[src/rtl/program_loader_if.sv]
// program_loader_if: byte stream in, CPU instruction-memory write port and status out
interface program_loader_if;
  logic        start;
  logic [7:0]  data;
  logic        valid;
  logic        ready;
  logic        loopf;
  logic [15:0] instr;
  logic [7:0]  instr_addr;
  logic        we;
  logic        on;
  logic        busy;
  logic        halted;
  logic        err;
  modport master (
    output start, data, valid, loopf,
    input  ready, instr, instr_addr, we, on, busy, halted, err
  );
  modport slave (
    input  start, data, valid, loopf,
    output ready, instr, instr_addr, we, on, busy, halted, err
  );
endinterface

[src/rtl/program_loader.sv]
// program_loader: length-prefixed byte-stream boot loader feeding CPU instruction memory, then runs it
module program_loader #(
  parameter int TIMEOUT = 1000
) (
  input logic             clk,
  input logic             rst,
  program_loader_if.slave b
);
  localparam int GW = $clog2(TIMEOUT + 1);
  typedef enum logic [2:0] {IDLE, HDR, HI, LO, WRITE, RUN, HALT} state_t;
  state_t state, next;
  logic [8:0] count;
  logic [7:0] addr;
  logic [15:0] instr;
  logic [GW-1:0] gap;
  logic err;
  logic xfer, body, to, last;
  assign b.ready = state == HDR || state == HI || state == LO;
  assign b.we = state == WRITE;
  assign b.on = state == RUN || state == HALT;
  assign b.busy = b.ready || b.we;
  assign b.halted = state == HALT;
  assign b.err = err;
  assign b.instr = instr;
  assign b.instr_addr = addr;
  assign xfer = b.valid && b.ready;
  assign body = state == HI || state == LO;
  assign to = body && !xfer && gap == GW'(TIMEOUT - 1);
  assign last = {1'b0, addr} == count - 9'd1;
  // Next-state decode; a stalled body aborts to IDLE, start wins over loopf in RUN
  always_comb begin
    next = state;
    case (state)
      IDLE:    next = b.start ? HDR : IDLE;
      HDR:     next = xfer ? HI : HDR;
      HI:      next = xfer ? LO : to ? IDLE : HI;
      LO:      next = xfer ? WRITE : to ? IDLE : LO;
      WRITE:   next = last ? RUN : HI;
      RUN:     next = b.start ? HDR : b.loopf ? HALT : RUN;
      HALT:    next = b.start ? HDR : HALT;
      default: next = IDLE;
    endcase
  end
  // State register
  always_ff @(posedge clk or posedge rst)
    if (rst) state <= IDLE;
    else state <= next;
  // Datapath: count/address, instruction assembly, idle-gap counter and sticky error
  always_ff @(posedge clk or posedge rst)
    if (rst) begin
      count <= '0;
      addr <= '0;
      instr <= '0;
      gap <= '0;
      err <= 1'b0;
    end else begin
      if (state == HDR && xfer) begin
        count <= b.data == 8'd0 ? 9'd256 : {1'b0, b.data};
        addr <= '0;
      end
      if (state == HI && xfer) instr[15:8] <= b.data;
      if (state == LO && xfer) instr[7:0] <= b.data;
      if (state == WRITE && !last) addr <= addr + 8'd1;
      gap <= body && !xfer && next == state ? gap + GW'(1) : '0;
      if (state == IDLE && b.start) err <= 1'b0;
      else if (to) err <= 1'b1;
    end
endmodule

[src/flat_wrapper.sv]
// flat-port wrapper written by rule: the top's interface ports become plain ports
module program_loader_flat 
#(
  parameter int TIMEOUT = 1000
)
  (clk, rst, b_start, b_data, b_valid, b_loopf, b_ready, b_instr, b_instr_addr, b_we, b_on, b_busy, b_halted, b_err);
  program_loader_if b_i ();
  input logic clk;
  input logic rst;
  input wire logic [$bits(b_i.start)-1:0] b_start;
  input wire logic [$bits(b_i.data)-1:0] b_data;
  input wire logic [$bits(b_i.valid)-1:0] b_valid;
  input wire logic [$bits(b_i.loopf)-1:0] b_loopf;
  output wire logic [$bits(b_i.ready)-1:0] b_ready;
  output wire logic [$bits(b_i.instr)-1:0] b_instr;
  output wire logic [$bits(b_i.instr_addr)-1:0] b_instr_addr;
  output wire logic [$bits(b_i.we)-1:0] b_we;
  output wire logic [$bits(b_i.on)-1:0] b_on;
  output wire logic [$bits(b_i.busy)-1:0] b_busy;
  output wire logic [$bits(b_i.halted)-1:0] b_halted;
  output wire logic [$bits(b_i.err)-1:0] b_err;
  assign b_i.start = b_start;
  assign b_i.data = b_data;
  assign b_i.valid = b_valid;
  assign b_i.loopf = b_loopf;
  assign b_ready = b_i.ready;
  assign b_instr = b_i.instr;
  assign b_instr_addr = b_i.instr_addr;
  assign b_we = b_i.we;
  assign b_on = b_i.on;
  assign b_busy = b_i.busy;
  assign b_halted = b_i.halted;
  assign b_err = b_i.err;
  program_loader #(.TIMEOUT(TIMEOUT)) u_core (.clk(clk), .rst(rst), .b(b_i));
endmodule
[config.mk]
export PLATFORM = sky130hd
export DESIGN_NAME = program_loader_flat
export DESIGN_NICKNAME = d
export VERILOG_FILES = /design/src/rtl/program_loader_if.sv /design/src/rtl/program_loader.sv /design/src/flat_wrapper.sv
export SDC_FILE = /design/constraint.sdc
export NUM_CORES = 1
export LEC_CHECK = 0
export BUFFER_PORTS_ARGS = -buffer_cell sky130_fd_sc_hd__buf_2
export CAP_MARGIN = 20
export CORE_ASPECT_RATIO = 1.1
export CORE_UTILIZATION = 39
export DETAILED_ROUTE_END_ITERATION = 6
export MAX_ROUTING_LAYER = met4
export SYNTH_ARGS = -nofsm -noshare
export SYNTH_HDL_FRONTEND = slang
export SYNTH_SLANG_ARGS = --single-unit
[constraint.sdc]
create_clock -name clk -period 2.35 [get_ports clk]
set_input_delay 0.705 -clock clk [delete_from_list [all_inputs] [get_ports clk]]
set_output_delay 0.705 -clock clk [all_outputs]
set_load 0.005 [all_outputs]
==> impl_metrics.json <==
{
  "final_cells": 357,
  "dp_slack_ps": 112.1,
  "htreeDepth": 2,
  "finClkSkew_ps": 8.173,
  "fin_crit_ps": 2226,
  "layout_setup_ws_ps": 123.5,
  "slew_headroom": 0.6845,
  "diodes": 0,
  "syn_inst": 227,
  "die_area_um2": 6550,
  "drtAntennaViolNets": 0,
  "setup_viol": 0,
  "coreArea_um2": 5878,
  "syn_avg_cell_area_um2": 10.70,
  "cp.arrival_ps": 2410,
  "clockBufferDepth": 2,
  "worstPathRequired_ps": 2530,
  "crit_fanout": 9,
  "netlist_area_um2": 2430,
  "root_buffer": "clkbuf_8",
  "cp_slowest_stage_delay_ps": 450,
  "routed_via_density": 5.160,
  "synth_top_area_frac": 0.4840,
  "gp_congestion": 0.8127,
  "synth_cell_types": 39,
  "grt_max_degree": 28,
  "hpwl_mm": 3.512,
  "ys_seq_elements": 47,
  "grt_pass1_wl_mm": 8.052,
  "port_buffers": 42,
  "yosys.area.top_type": "dfrtp_1",
  "multi_input_area_um2": 1192,
  "worst_path_max_delay_cell": "or4b_1",
  "die_w_um": 77.26,
  "numCtsBuffers": 5,
  "seq_area_um2": 1176,
  "hp-class": "in2async",
  "synth_edf_count": 0,
  "leakage_nw": 1.341,
  "first_pass_iters": 4,
  "syn_nets": 243,
  "crit_chain": "inv_1, ha_1, or4b_1, and4_1, o21bai_1, a221oi_2, nand2b_1, buf_4, a31o_1",
  "cp-end-kind": "flop",
  "drive_gt1_frac": 0.3214,
  "clkLatencyLatePin_ps": 300,
  "fillers": 576,
  "syn_to_final_growth_pct": 18.64,
  "maxCapViolCount": 0,
  "tightest_slew_ps": 472.5,
  "final_nets": 296,
  "dieHeight_um": 84.79,
  "max_freq_mhz": 449.1,
  "grt_use_total": 0.1594,
  "ys_seq_area_frac": 0.4840,
  "hold_violations": 0,
  "grt_pass1_vias": 1721,
  "wirelength_mm": 4.832,
  "clk_pin_slew_worst_paths_ps": 90,
  "synthArstFlopShare": 1.000,
  "irDropWorstVdd_mv": 0.6708,
  "num_rows": 29,
  "yosys-top-cells-area": "dfrtp_1 48%, mux2_2 11%, xnor2_1 4.3%",
  "power_density_nw_per_um2": 1039,
  "ios": 43,
  "ys.flop_type": "dfrtp_1",
  "status": "finished clean",
  "wire_per_inst_um": 13.54,
  "grt_antenna_before_repair": 0,
  "cts.sinks": 47,
  "initial_utilization": 0.4134,
  "path_class": "reg2reg",
  "cts_tree": "built",
  "path_delay_family": "simple AND/OR/NAND/NOR gates",
  "dr.first_iter.drc_count": 53,
  "gr-total-overflow": 0,
  "final-max-slew-violation-count": 0,
  "dr_total_vias": 1842,
  "critPathBufInv": 2,
  "route.detailed.drc": 0,
  "min_period_over_period": 0.9474,
  "yosysWarnings": 0,
  "dp_cells": 349,
  "crit_path_start_kind": "flop"
}
==> layout make-up <==
cell class / instances / area share
clock inverters: 2 / 0.004774
inverters: 10 / 0.01302
repair buffers: 52 / 0.1033
well taps: 77 / 0.03342
multi-input cells: 164 / 0.4136
clock buffers: 5 / 0.02387
flip-flops and latches: 47 / 0.4080
==> worst reg2reg max path, stage by stage, from the launching register on <==
cell and delay, ps:
dfrtp_1 380, inv_1 60, ha_1 230, or4b_1 450, and4_1 200, o21bai_1 150, a221oi_2 90, nand2b_1 150
buf_4 170, a31o_1 230
==> registers in the layout, indices dropped and copies added, names as in the netlist <==
register,cells
u_core.b.instr,16
u_core.gap,10
u_core.count,9
u_core.b.instr_addr,8
u_core.state,3
u_core.b.err,1
==> what timing repair did <==
action	in CTS	in global routing
setup endpoints to repair	0	8
setup buffers	0	1
gates resized for setup	0	1
hold buffers	0	0
==> logic make-up after synthesis <==
family	synth area share
AND/OR/NAND/NOR	0.1802
AO/OA/AOI/OAI	0.08136
adder cells (fa/ha/maj)	0.01545
flip-flops	0.4840
buffers and inverters	0.02781
XOR/XNOR	0.07930
multiplexers	0.1318
==> power by group <==
part | switching (mW) | internal, mW | total [mW]
logic | 0.532 | 0.667 | 1.20
clock network | 0.269 | 0.204 | 0.472
registers | 0.256 | 1.07 | 1.32
==> synth_stat cells (2+ instances only) <==
master and number:
or2_2 2, nand2b_1 3, ha_1 3, inv_1 10, nand2_1 22, nor4_1 3
clkbuf_1 5, and3_1 5, a211oi_1 5, nor3_1 3, o21ai_0 7, a21oi_1 7
nand3_1 9, xor2_1 10, mux2_2 24, nor2b_1 3, nand4_1 3, and2_1 2
xnor2_1 12, or3_1 2, a31o_1 3, and4_1 2, mux2i_1 5, dfrtp_1 47
nor2_1 16
==> stage by stage <==
stage	area, um2	hold slack [ps]	util	power (mW)	TNS [ps]
floorplan	2430	455.3	-	2.105	0
global placement	2786	478.3	0.4740	2.513	0
detailed placement	2786	479.0	0.4740	2.532	0
CTS	2869	426.1	0.4881	3.010	0
global route	2883	440.9	0.4904	3.215	-14.95
finish	2883	408.0	0.4904	2.995	0
==> final timing paths <==
kind	startpoint	endpoint	cells past startpoint	slack [ps]
hold / removal	rst	u_core.b.instr[14]$_DFFE_PP0P_	2	410
min in group clk	u_core.gap[0]$_DFF_PP0_	u_core.gap[0]$_DFF_PP0_	1	490
setup reg to reg	u_core.count[0]$_DFFE_PP0P_	u_core.b.instr_addr[5]$_DFFE_PP0P_	9	120
max in group asynchronous	rst	u_core.state[2]$_DFF_PP0_	3	1430
hold reg to reg	u_core.gap[0]$_DFF_PP0_	u_core.gap[0]$_DFF_PP0_	1	490
setup / recovery	u_core.count[0]$_DFFE_PP0P_	u_core.b.instr_addr[5]$_DFFE_PP0P_	9	120
==> cell usage in the layout (no fill, tap or decap), types with 7 or more instances in the layout <==
cell type and instances:
dfrtp_1 47, buf_2 42, mux2_2 24, nand2_1 22, nor2_1 16, xnor2_1 12, xor2_1 10, inv_1 9
nand3_1 9, buf_4 9, a21oi_1 7, o21ai_0 7
==> metal layers <==
metal | vias to the layer above | share of wire | track usage
li1 | 906 | - | -
met1 | 897 | 0.46 | 0.2065
met2 | 34 | 0.49 | 0.2510
met3 | 5 | 0.040 | 0.03696
met4 | 0 | 0.0083 | 0.04117
met5 | - | 0 | -
No activity file was read; power rests on OpenSTA's default activity.
